`src/rtl/acc_backend_adapter.sv`:
```
// Accelerator backend adapter: request FIFO, in-order in-flight tracking,
// response register and load/store completion status.
module acc_backend_adapter #(
    parameter int ReqDepth       = 2,
    parameter int MaxOutstanding = 4,
    parameter int TransIdBits    = 3,
    parameter int XLEN           = 64
) (
    input  logic                   clk_i,
    input  logic                   rst_ni,
    input  logic                   req_valid_i,
    output logic                   req_ready_o,
    input  logic [31:0]            req_insn_i,
    input  logic [XLEN-1:0]        req_rs1_i,
    input  logic [XLEN-1:0]        req_rs2_i,
    input  logic [TransIdBits-1:0] req_trans_id_i,
    output logic                   be_valid_o,
    input  logic                   be_ready_i,
    output logic [31:0]            be_insn_o,
    output logic [XLEN-1:0]        be_rs1_o,
    output logic [XLEN-1:0]        be_rs2_o,
    input  logic                   be_done_valid_i,
    output logic                   be_done_ready_o,
    input  logic [XLEN-1:0]        be_result_i,
    input  logic                   be_error_i,
    output logic                   resp_valid_o,
    input  logic                   resp_ready_i,
    output logic [TransIdBits-1:0] resp_trans_id_o,
    output logic [XLEN-1:0]        resp_result_o,
    output logic                   resp_exception_o,
    output logic                   load_complete_o,
    output logic                   store_complete_o,
    output logic                   store_pending_o,
    output logic                   protocol_err_o
);

    localparam int FPW = (ReqDepth > 1) ? $clog2(ReqDepth) : 1;
    localparam int FCW = $clog2(ReqDepth + 1);
    localparam int QPW = $clog2(MaxOutstanding);
    localparam int QCW = QPW + 1;

    localparam logic [FCW-1:0] FifoFull  = FCW'(ReqDepth);
    localparam logic [FPW-1:0] FifoLast  = FPW'(ReqDepth - 1);
    localparam logic [QCW-1:0] QueueFull = QCW'(MaxOutstanding);

    localparam logic [1:0] KindCompute = 2'd0;
    localparam logic [1:0] KindLoad    = 2'd1;
    localparam logic [1:0] KindStore   = 2'd2;

    function automatic logic [1:0] classify(input logic [31:0] insn);
        logic [1:0] kind;
        kind = KindCompute;
        if (insn[6:0] == 7'b0000111) kind = KindLoad;
        if (insn[6:0] == 7'b0100111) kind = KindStore;
        return kind;
    endfunction

    logic [31:0]            f_insn [ReqDepth];
    logic [XLEN-1:0]        f_rs1  [ReqDepth];
    logic [XLEN-1:0]        f_rs2  [ReqDepth];
    logic [TransIdBits-1:0] f_tid  [ReqDepth];
    logic [FPW-1:0]         f_wr;
    logic [FPW-1:0]         f_rd;
    logic [FCW-1:0]         f_cnt;

    logic [TransIdBits-1:0] q_tid  [MaxOutstanding];
    logic [1:0]             q_kind [MaxOutstanding];
    logic [QPW-1:0]         q_wr;
    logic [QPW-1:0]         q_rd;
    logic [QCW-1:0]         q_cnt;

    logic [FCW-1:0] st_fifo;
    logic [QCW-1:0] st_queue;

    logic       push;
    logic       issue;
    logic       done;
    logic [1:0] req_kind;
    logic [1:0] head_kind;
    logic [1:0] done_kind;
    logic       push_st;
    logic       issue_st;
    logic       done_st;

    assign req_kind  = classify(req_insn_i);
    assign head_kind = classify(f_insn[f_rd]);
    assign done_kind = q_kind[q_rd];

    assign req_ready_o = (f_cnt != FifoFull);
    assign push        = req_valid_i && req_ready_o;

    // Issue stalls only on outstanding limit, which cannot drop before issue.
    assign be_valid_o = (f_cnt != '0) && (q_cnt < QueueFull);
    assign be_insn_o  = f_insn[f_rd];
    assign be_rs1_o   = f_rs1[f_rd];
    assign be_rs2_o   = f_rs2[f_rd];
    assign issue      = be_valid_o && be_ready_i;

    assign be_done_ready_o = (q_cnt != '0) && (!resp_valid_o || resp_ready_i);
    assign done            = be_done_valid_i && be_done_ready_o;

    assign push_st  = push && (req_kind == KindStore);
    assign issue_st = issue && (head_kind == KindStore);
    assign done_st  = done && (done_kind == KindStore);

    assign store_pending_o = (st_fifo != '0) || (st_queue != '0);

    always_ff @(posedge clk_i) begin
        if (push) begin
            f_insn[f_wr] <= req_insn_i;
            f_rs1[f_wr]  <= req_rs1_i;
            f_rs2[f_wr]  <= req_rs2_i;
            f_tid[f_wr]  <= req_trans_id_i;
        end
        if (issue) begin
            q_tid[q_wr]  <= f_tid[f_rd];
            q_kind[q_wr] <= head_kind;
        end
    end

    always_ff @(posedge clk_i) begin
        if (!rst_ni) begin
            f_wr  <= '0;
            f_rd  <= '0;
            f_cnt <= '0;
        end else begin
            if (push) f_wr <= (f_wr == FifoLast) ? '0 : f_wr + 1'b1;
            if (issue) f_rd <= (f_rd == FifoLast) ? '0 : f_rd + 1'b1;
            case ({push, issue})
                2'b10:   f_cnt <= f_cnt + 1'b1;
                2'b01:   f_cnt <= f_cnt - 1'b1;
                default: f_cnt <= f_cnt;
            endcase
        end
    end

    // q_cnt doubles as the outstanding counter.
    always_ff @(posedge clk_i) begin
        if (!rst_ni) begin
            q_wr  <= '0;
            q_rd  <= '0;
            q_cnt <= '0;
        end else begin
            if (issue) q_wr <= q_wr + 1'b1;
            if (done) q_rd <= q_rd + 1'b1;
            case ({issue, done})
                2'b10:   q_cnt <= q_cnt + 1'b1;
                2'b01:   q_cnt <= q_cnt - 1'b1;
                default: q_cnt <= q_cnt;
            endcase
        end
    end

    always_ff @(posedge clk_i) begin
        if (!rst_ni) begin
            st_fifo  <= '0;
            st_queue <= '0;
        end else begin
            case ({push_st, issue_st})
                2'b10:   st_fifo <= st_fifo + 1'b1;
                2'b01:   st_fifo <= st_fifo - 1'b1;
                default: st_fifo <= st_fifo;
            endcase
            case ({issue_st, done_st})
                2'b10:   st_queue <= st_queue + 1'b1;
                2'b01:   st_queue <= st_queue - 1'b1;
                default: st_queue <= st_queue;
            endcase
        end
    end

    always_ff @(posedge clk_i) begin
        if (!rst_ni) begin
            resp_valid_o     <= 1'b0;
            resp_trans_id_o  <= '0;
            resp_result_o    <= '0;
            resp_exception_o <= 1'b0;
            load_complete_o  <= 1'b0;
            store_complete_o <= 1'b0;
            protocol_err_o   <= 1'b0;
        end else begin
            if (done) begin
                resp_valid_o     <= 1'b1;
                resp_trans_id_o  <= q_tid[q_rd];
                resp_result_o    <= be_result_i;
                resp_exception_o <= be_error_i;
            end else if (resp_ready_i) begin
                resp_valid_o <= 1'b0;
            end
            load_complete_o  <= done && (done_kind == KindLoad);
            store_complete_o <= done_st;
            if (be_done_valid_i && (q_cnt == '0)) protocol_err_o <= 1'b1;
        end
    end

endmodule

```
`config.mk`:
```
export PLATFORM = sky130hd
export DESIGN_NAME = acc_backend_adapter
export DESIGN_NICKNAME = d
export VERILOG_FILES = /design/src/rtl/acc_backend_adapter.sv
export SDC_FILE = /design/constraint.sdc
export NUM_CORES = 1
export LEC_CHECK = 0
export ABC_AREA = 0
export ABC_CLOCK_PERIOD_IN_PS = 15100
export BUFFER_PORTS_ARGS = -buffer_cell sky130_fd_sc_hd__buf_4
export CAP_MARGIN = 20
export CORE_MARGIN = 8
export CORE_UTILIZATION = 41
export CTS_CLUSTER_DIAMETER = 120
export DETAILED_ROUTE_END_ITERATION = 16
export GPL_TIMING_DRIVEN = 0
export PLACE_DENSITY = 0.72
export REMOVE_ABC_BUFFERS = 1
export SETUP_SLACK_MARGIN = 0.5
export SYNTH_ARGS = -nofsm -noshare
export SYNTH_HDL_FRONTEND = slang
export SYNTH_SLANG_ARGS = --single-unit
```
`constraint.sdc`:
```
create_clock -name clk_i -period 15.1 [get_ports clk_i]
set_input_delay 1.51 -clock clk_i [delete_from_list [all_inputs] [get_ports clk_i]]
set_output_delay 1.51 -clock clk_i [all_outputs]
set_load 0.005 [all_outputs]
```
; ---- Yosys cells after proc, flatten, opt, wreduce, memory -nomap -nowiden
; Memories as Yosys holds them, arrays and structs flattened. A register that Yosys moved wholly into a read port is not among the register bits.
; Cells that the tools add are included.
[classes]
muxes = 26
n_eq_ne = 17
reduce_logical = 24
add_sub_neg = 12
n_lt_le_gt_ge = 1
[op_table]
columns = op, count
row1 = 1-bit two-way mux, 18
row2 = "2-bit equality test, second input constant", 7
row3 = "7-bit by 3-bit equality test with 1-bit output, second input constant", 2
row4 = "7-bit by 6-bit equality test with 1-bit output, second input constant", 2
row5 = 2-bit nonzero test, 7
row6 = 3-bit one-hot mux with 2 select lines, 2
row7 = "2-bit by 1-bit equality test with 1-bit output, second input constant", 5
row8 = 1-bit logical AND, 10
row9 = "2-bit by 1-bit adder with 2-bit output, second input constant", 4
row10 = 2-bit two-way mux, 4
row11 = 2-bit one-hot mux with 2 select lines, 2
row12 = "3-bit by 1-bit adder with 3-bit output, second input constant", 2
row13 = 3-bit nonzero test, 2
row14 = "3-bit by 1-bit subtractor with 3-bit output, second input constant", 2
row15 = "2-bit by 1-bit subtractor with 2-bit output, second input constant", 2
row16 = 3-bit logical NOT, 1
row17 = "3-bit < comparator, second input constant", 1
row18 = "1-bit adder, second input constant", 2
row19 = 1-bit logical NOT, 2
row20 = 1-bit logical OR, 2
row21 = "2-bit != test, second input constant", 1
[word_totals]
reg_bits = 85
input_bits = 234
ramBits = 346
elab_cells = 100
out_inout_bits = 236
mem_count = 6
[mem_list]
columns = name, words, word_bits, read_ports, rd_clocked_by_memory_dff, wr, line_no
row1 = f_rs1, 2, 64, 1, 1, 1, 59  ; logic [XLEN-1:0] f_rs1 [ReqDepth];
row2 = f_rs2, 2, 64, 1, 1, 1, 60  ; logic [XLEN-1:0] f_rs2 [ReqDepth];
row3 = f_insn, 2, 32, 1, 1, 1, 58  ; logic [31:0] f_insn [ReqDepth];
row4 = q_tid, 4, 3, 1, 1, 1, 66  ; logic [TransIdBits-1:0] q_tid [MaxOutstanding];
row5 = q_kind, 4, 2, 1, 1, 1, 67  ; logic [1:0] q_kind [MaxOutstanding];
row6 = f_tid, 2, 3, 1, 1, 1, 61  ; logic [TransIdBits-1:0] f_tid [ReqDepth];

; ---- Logic depth before layout (Yosys ltp)
; Gate-level depths: netlist (run 1).
[logic_depth]
word_depth = 7
depth_mapped = 11
ltp_nobuf = 10

; ---- Worst setup path after synthesis (run 1)
; No wires, ideal clock.
[synth_path]
path_type = input port to flip-flop
from = input req_valid_i
to = memory f_insn[1][0], enable pin
path_slack_ns = 9.261
arrival_time_ns = 5.295
required_time_ns = 14.557
path_buffers = 0
stages = 1
cell_sequence = and3_1
[synth_via]
elab_chain_len = 3
[synth_lines]
columns = item, line_no
row1 = start: declaration, 11  ; input logic req_valid_i,
row2 = 1-bit logical AND, 90  ; assign push = req_valid_i && req_ready_o;
row3 = 1-bit two-way mux, 109  ; if (push) begin
row4 = 1-bit two-way mux (implied by the code), 110  ; f_insn[f_wr] <= req_insn_i;
row5 = end: declaration, 58
; Every way passes these cells.

; ---- Worst setup path in the final report (run 1)
[layout_path]
from = input resp_ready_i
to = output be_done_ready_o
[layout_via]
elab_chain_len = 2
[layout_lines]
columns = item, line_no
row1 = start: declaration, 27  ; input logic resp_ready_i,
row2 = 1-bit logical OR, 99  ; assign be_done_ready_o = (q_cnt != '0) && (!resp_valid_o || resp_ready_i);
row3 = 1-bit logical AND, 99
row4 = end: declaration, 23  ; output logic be_done_ready_o,
; Every way passes these cells.

==> flow_summary.json, run 1 <==
{
  "final_common_cell": "buf_4",
  "crit_arrival_ns": 2.48,
  "synth_edf_count": 346,
  "timing.fmax_ghz": 0.251,
  "synth-seq-area-share_pct": 74.1,
  "synthTopCellsByArea": "edfxtp_1, dfxtp_1, mux2_2, o31ai_1, nand4_1",
  "worst_setup_path_end_kind": "output port",
  "timing.final.ws_setup_ns": 11.11,
  "fill_cells": 3137,
  "dp_hpwl_um": 31300,
  "yosysWarnings": 0,
  "globalplace.congestion": 0.852,
  "ir_worst_vdd_mv": 0.114,
  "drv_cap": 0,
  "finalSetupViolCount": 0,
  "ant_nets": 0,
  "ctsHoldBuffers": 0,
  "multi_input_area_mm2": 0.00391,
  "post_cts_buffers": 0,
  "slew_headroom_pct": 48.2,
  "die_h_um": 216,
  "firstDrtPassIters": 5,
  "fp-row-count": 73,
  "drive_gt1_share_pct": 48.7,
  "crit_path_start_kind": "input pin",
  "finalMaxSlewViolations": 0,
  "final_hold_viol_count": 0,
  "seqCellArea_mm2": 0.0122,
  "ys_ff_latch": 437,
  "p_leak_nw": 8.29,
  "dp_cells": 1931,
  "drc": 0,
  "final_cell_mix": "buf_4, edfxtp_1, mux2_2, dfxtp_1, a21oi_1",
  "areaGrowthSynthToFinish_pct": 34.4,
  "grt_max_degree": 86,
  "p_per_area_mw_per_mm2": 164,
  "p_total_mw": 3.63,
  "min_to": "resp_result_o[49]$_SDFFE_PN0P_",
  "antenna_found_initial": 2,
  "wl_um": 43700,
  "start_util_pct": 41.5,
  "via_count": 10400,
  "period_needed_ns": 3.99,
  "min_from": "resp_result_o[49]$_SDFFE_PN0P_",
  "synth_cells": 996,
  "netlist-cell-type-count": 40,
  "cts-htree-levels": 2,
  "tightest_slew_ns": 0.777,
  "grt-ovfl-total": 0,
  "synth_area_leader_cell": "edfxtp_1",
  "grt_setup_unrepaired": "no",
  "vias_per_cell": 5.16,
  "ff2ff_setup_slack_ns": 11.81,
  "r2r_cells": 10,
  "worstReg2RegEnd": "st_queue[2]$_SDFFE_PN0P_",
  "drtIter0Drc": 1106,
  "cts_tree": "yes",
  "cp_max_fo": 28,
  "dp_slack_ns": 11.13,
  "hold_class": "flip-flop to flip-flop",
  "cp.required_ns": 13.59,
  "synthArstFlopShare_pct": 0,
  "nNetsFinal": 1697,
  "grt_pass1_vias": 10800,
  "clkSlewWorstSetupHoldPaths_ns": 0.06,
  "io_buffers": 469,
  "dieArea_mm2": 0.0469,
  "clock_path_buffers": 3,
  "track_usage_pct": 17.6,
  "num_io_pins": 470,
  "grt_pass1_wl_um": 64100,
  "cts_resized": 0,
  "hold_depth": 2,
  "avgRoutedWirePerCell_um": 21.7,
  "synth_ff_type": "edfxtp_1",
  "fin_skew_ns": 0.0251,
  "finalCritPeriodShare_pct": 26.4,
  "cts_root_buf": "clkbuf_16",
  "fp.dieW_um": 216,
  "clock_latency_ns": 0.57,
  "syn_area_mm2": 0.0165,
  "cts_made_buffers": 45,
  "crit_type": "input pin to output port",
  "cts_sinks": 437,
  "finalSetupTns_ns": 0,
  "stdcell_count": 2015,
  "status": "completed",
  "syn_area_per_cell_um2": 16.5,
  "core_mm2": 0.0397,
  "synth_top_area_share_pct": 63.1
}
==> final cells by class <==
class	instances	share of cell area [%]
clock inverter	27	1.04
antenna	2	0.0226
inverter	17	0.322
tap	525	2.97
sequential	437	55.2
multi-input combinational	468	17.7
timing repair buffer	484	17.4
clock buffer	55	5.40
==> where the power goes <==
part	switching, mW	internal, mW
combinational	0.495	0.497
sequential	0.0736	1.50
clock	0.452	0.617
total	1.02	2.61
==> synthesized netlist by cell type, types with 3 or more instances <==
cell type,number
clkbuf_1,32
xnor2_1,3
xor2_1,5
and3_1,5
o31ai_1,66
inv_1,17
o22ai_1,3
dfxtp_1,91
o21ai_0,7
a21oi_1,79
mux4_2,5
buf_2,29
ha_1,8
nand2b_1,5
nor2_1,13
buf_1,13
or3_1,6
nand3_1,3
edfxtp_1,346
nand2_1,9
mux2i_1,3
mux2_2,161
nand4_1,68
==> stage by stage <==
step,hold WS (ns),cell area [um2],util (%)
after floorplan,0.458,16200,-
after global placement,0.456,20300,51.2
after detailed placement,0.462,20700,52.1
after CTS,0.470,22100,55.7
after global routing,0.491,22100,55.7
final,0.469,22100,55.7
==> critical path, stage by stage <==
cell     delay [ns]
buf_4          0.12
nor2b_4        0.57
nor2_1         0.09
buf_4          0.16
==> sequential cells by signal (all words and copies together), names as in the netlist, named ones only <==
signal and flops:
f_cnt 2, f_insn 64, f_rd 1, f_rs1 128, f_rs2 128, f_tid 6
f_wr 1, load_complete_o 1, protocol_err_o 1, q_cnt 3, q_kind 8, q_rd 2
q_tid 12, q_wr 2, resp_exception_o 1, resp_result_o 64, resp_trans_id_o 3, resp_valid_o 1
st_fifo 2, st_queue 3, store_complete_o 1
==> worst max-delay path by stage <==
stage / start / end / slack (ns) / cells after the start
2_1_floorplan: flip-flop / be_insn_o[5] / 8.84 / 2
3_3_place_gp: flip-flop / be_insn_o[5] / 5.98 / 3
3_5_place_dp: resp_ready_i / be_done_ready_o / 11.13 / 4
4_1_cts: flip-flop / be_rs2_o[55] / 11.05 / 4
5_1_grt: flip-flop / be_rs1_o[38] / 10.99 / 4
6_report: resp_ready_i / be_done_ready_o / 11.11 / 4
==> cells by family (layout without fill, tap and decap cells) <==
kind of cell,after synthesis,count (layout),synth area share [%]
AOI/OAI and AO/OA,162,162,6.14
muxes,169,169,11.9
other,0,2,0
buffers and inverters,91,583,2.29
adders and majority gates,10,10,0.851
and+or+nand+nor,119,119,4.31
DFF,437,437,74.1
xor gates and xnor gates,8,8,0.425
==> metal layers <==
layer	global-route usage, %	share of wire [%]	routed length [um]
met1	19.0	36	15800
met4	6.13	2.8	1200
met2	28.9	48	20900
met3	9.76	13	5790
met5	0	0.030	13
No activity file was read; power rests on OpenSTA's default activity.
==> run 2: changes to the inputs <==
Settings changed: ABC_CLOCK_PERIOD_IN_PS 15100 to 3250, PLACE_DENSITY 0.72 to 0.75.
Clock period 15.1 ns to 3.25 ns, I/O delays scaled along.
==> flow_summary.json, run 2 (synthesis gave the netlist of run 1 again) <==
{
  "clock_path_buffers": 3,
  "firstDrtPassIters": 6,
  "avgRoutedWirePerCell_um": 22.0,
  "finalMaxSlewViolations": 0,
  "crit_arrival_ns": 3.08,
  "via_count": 11400,
  "clock_latency_ns": 0.56,
  "grt_max_degree": 85,
  "die_h_um": 216,
  "cts_tree": "yes",
  "slowest_delay_ns": 0.54,
  "grt_setup_unrepaired": "no",
  "p_total_mw": 17.2,
  "vias_per_cell": 5.19,
  "slew_headroom_pct": 47.4,
  "crit_slowest_cell": "or4b_4",
  "final_cell_mix": "buf_4, edfxtp_1, dlygate4sd3_1, mux2_2, dfxtp_1",
  "finalSetupTns_ns": 0,
  "ant_nets": 0,
  "p_per_area_mw_per_mm2": 717,
  "cp_max_fo": 9,
  "finalCritPeriodShare_pct": 80.0,
  "fp.dieW_um": 216,
  "grt_pass1_vias": 12200,
  "start_util_pct": 41.5,
  "final_common_cell": "buf_4",
  "worst_setup_path_end_kind": "flip-flop",
  "clkSlewWorstSetupHoldPaths_ns": 0.06,
  "cp.required_ns": 3.73,
  "grt_pass1_wl_um": 71600,
  "final_area_mm2": 0.0240,
  "timing.fmax_ghz": 0.385,
  "dp_slack_ns": 0.156,
  "holdWs_ns": 0.0369,
  "nNetsFinal": 1879,
  "fp-row-count": 73,
  "track_usage_pct": 19.7,
  "cts_made_buffers": 45,
  "crit_type": "flip-flop to flip-flop",
  "crit_path_start_kind": "flip-flop",
  "drv_cap": 0,
  "drc": 0,
  "ff2ff_setup_slack_ns": 0.65,
  "cts_sinks": 437,
  "globalplace.congestion": 0.840,
  "fin_util_pct": 60.4,
  "final_hold_viol_count": 0,
  "tightest_slew_ns": 0.789,
  "areaGrowthSynthToFinish_pct": 45.6,
  "reg_top3": "f_rs1 (128), f_rs2 (128)",
  "path_cells": "nand2b_1 > or4b_4 > a2111o_1 > ha_1 > inv_1 > fa_1 > xor2_1 > or3_1 > a21oi_1",
  "timing.final.ws_setup_ns": 0.649,
  "drive_gt1_share_pct": 44.1,
  "status": "completed",
  "cts-htree-levels": 2,
  "cts_root_buf": "clkbuf_16",
  "io_buffers": 469,
  "place_area_mm2": 0.0207,
  "dp_cells": 1929,
  "finalSetupViolCount": 0,
  "period_needed_ns": 2.60,
  "core_mm2": 0.0397,
  "fill_cells": 2817,
  "hold_class": "input pin to flip-flop",
  "fin_skew_ns": 0.0144,
  "wl_um": 48500,
  "antenna_found_initial": 8,
  "grt-ovfl-total": 0,
  "num_io_pins": 470,
  "dieArea_mm2": 0.0469,
  "ir_worst_vdd_mv": 0.588,
  "drtIter0Drc": 1131,
  "stdcell_count": 2205,
  "dp_hpwl_um": 31800,
  "p_leak_nw": 9.07
}
## run 2: cell types whose count changed in the layout (fill, tap and decap cells not counted), moves of 2 or more
cell,before,now
buf_16,6,8
clkinv_1,11,6
clkbuf_2,0,2
diode_2,2,8
clkbuf_8,1,6
dlygate4sd3_1,0,178
clkinv_2,9,11
bufinv_16,3,1
buf_4,469,473
## run 2: power breakdown
part,switching (mW),total (mW),internal (mW),leakage (nW)
combinational,2.50,5.02,2.52,4.38
clock,2.11,4.90,2.79,0.708
sequential,0.308,7.27,6.97,3.98
total,4.91,17.2,12.3,9.07
## run 2: metal layers
| metal | vias up | GRT usage, % | routed length [um] | part of all wire (%) |
|---|---|---|---|---|
| met4 | 2 | 8.30 | 1750 | 3.6 |
| met2 | 595 | 33.9 | 24000 | 50 |
| li1 | 5199 | - | - | - |
| met3 | 101 | 8.12 | 5420 | 11 |
| met5 | - | 0 | 8 | 0.016 |
| met1 | 5548 | 21.1 | 17300 | 36 |
## run 2: path summary, 6_finish.rpt
check | end | cells after the start | from
max | st_queue[2]$_SDFFE_PN0P_ | 9 | flip-flop
min | resp_result_o[19]$_SDFFE_PN0P_ | 3 | be_result_i[19]
max reg2reg | st_queue[2]$_SDFFE_PN0P_ | 9 | flip-flop
min reg2reg | resp_result_o[45]$_SDFFE_PN0P_ | 2 | resp_result_o[45]$_SDFFE_PN0P_
## run 2: area by class of cell
cell class | instances | area (um2) | area share, %
Timing Repair Buffer | 666 | 5690 | 23.7
Tap cell | 525 | 657 | 2.74
Multi-Input combinational cell | 468 | 3920 | 16.3
Antenna cell | 8 | 20.0 | 0.0835
Sequential cell | 437 | 12200 | 50.9
Inverter | 17 | 71.3 | 0.297
Clock inverter | 24 | 171 | 0.715
Clock buffer | 60 | 1240 | 5.19
## run 2: worst max-delay path, delay by kind of cell (launching register included)
| family | cells | cell delay [ns] |
|---|---|---|
| adders and majority gates | 2 | 0.38 |
| and+or+nand+nor | 3 | 1.03 |
| buffers and inverters | 1 | 0.07 |
| DFF | 1 | 0.39 |
| AOI/OAI and AO/OA | 2 | 0.59 |
| xor gates and xnor gates | 1 | 0.07 |
## run 2: what timing repair did
| item | in CTS | in global routing |
|---|---|---|
| setup endpoints to repair | 5 | 2 |
| hold buffers | 178 | 0 |
| hold endpoints to repair | 341 | 0 |
| gates resized for setup | 1 | 1 |
| buffers inserted | 2 | 4 |
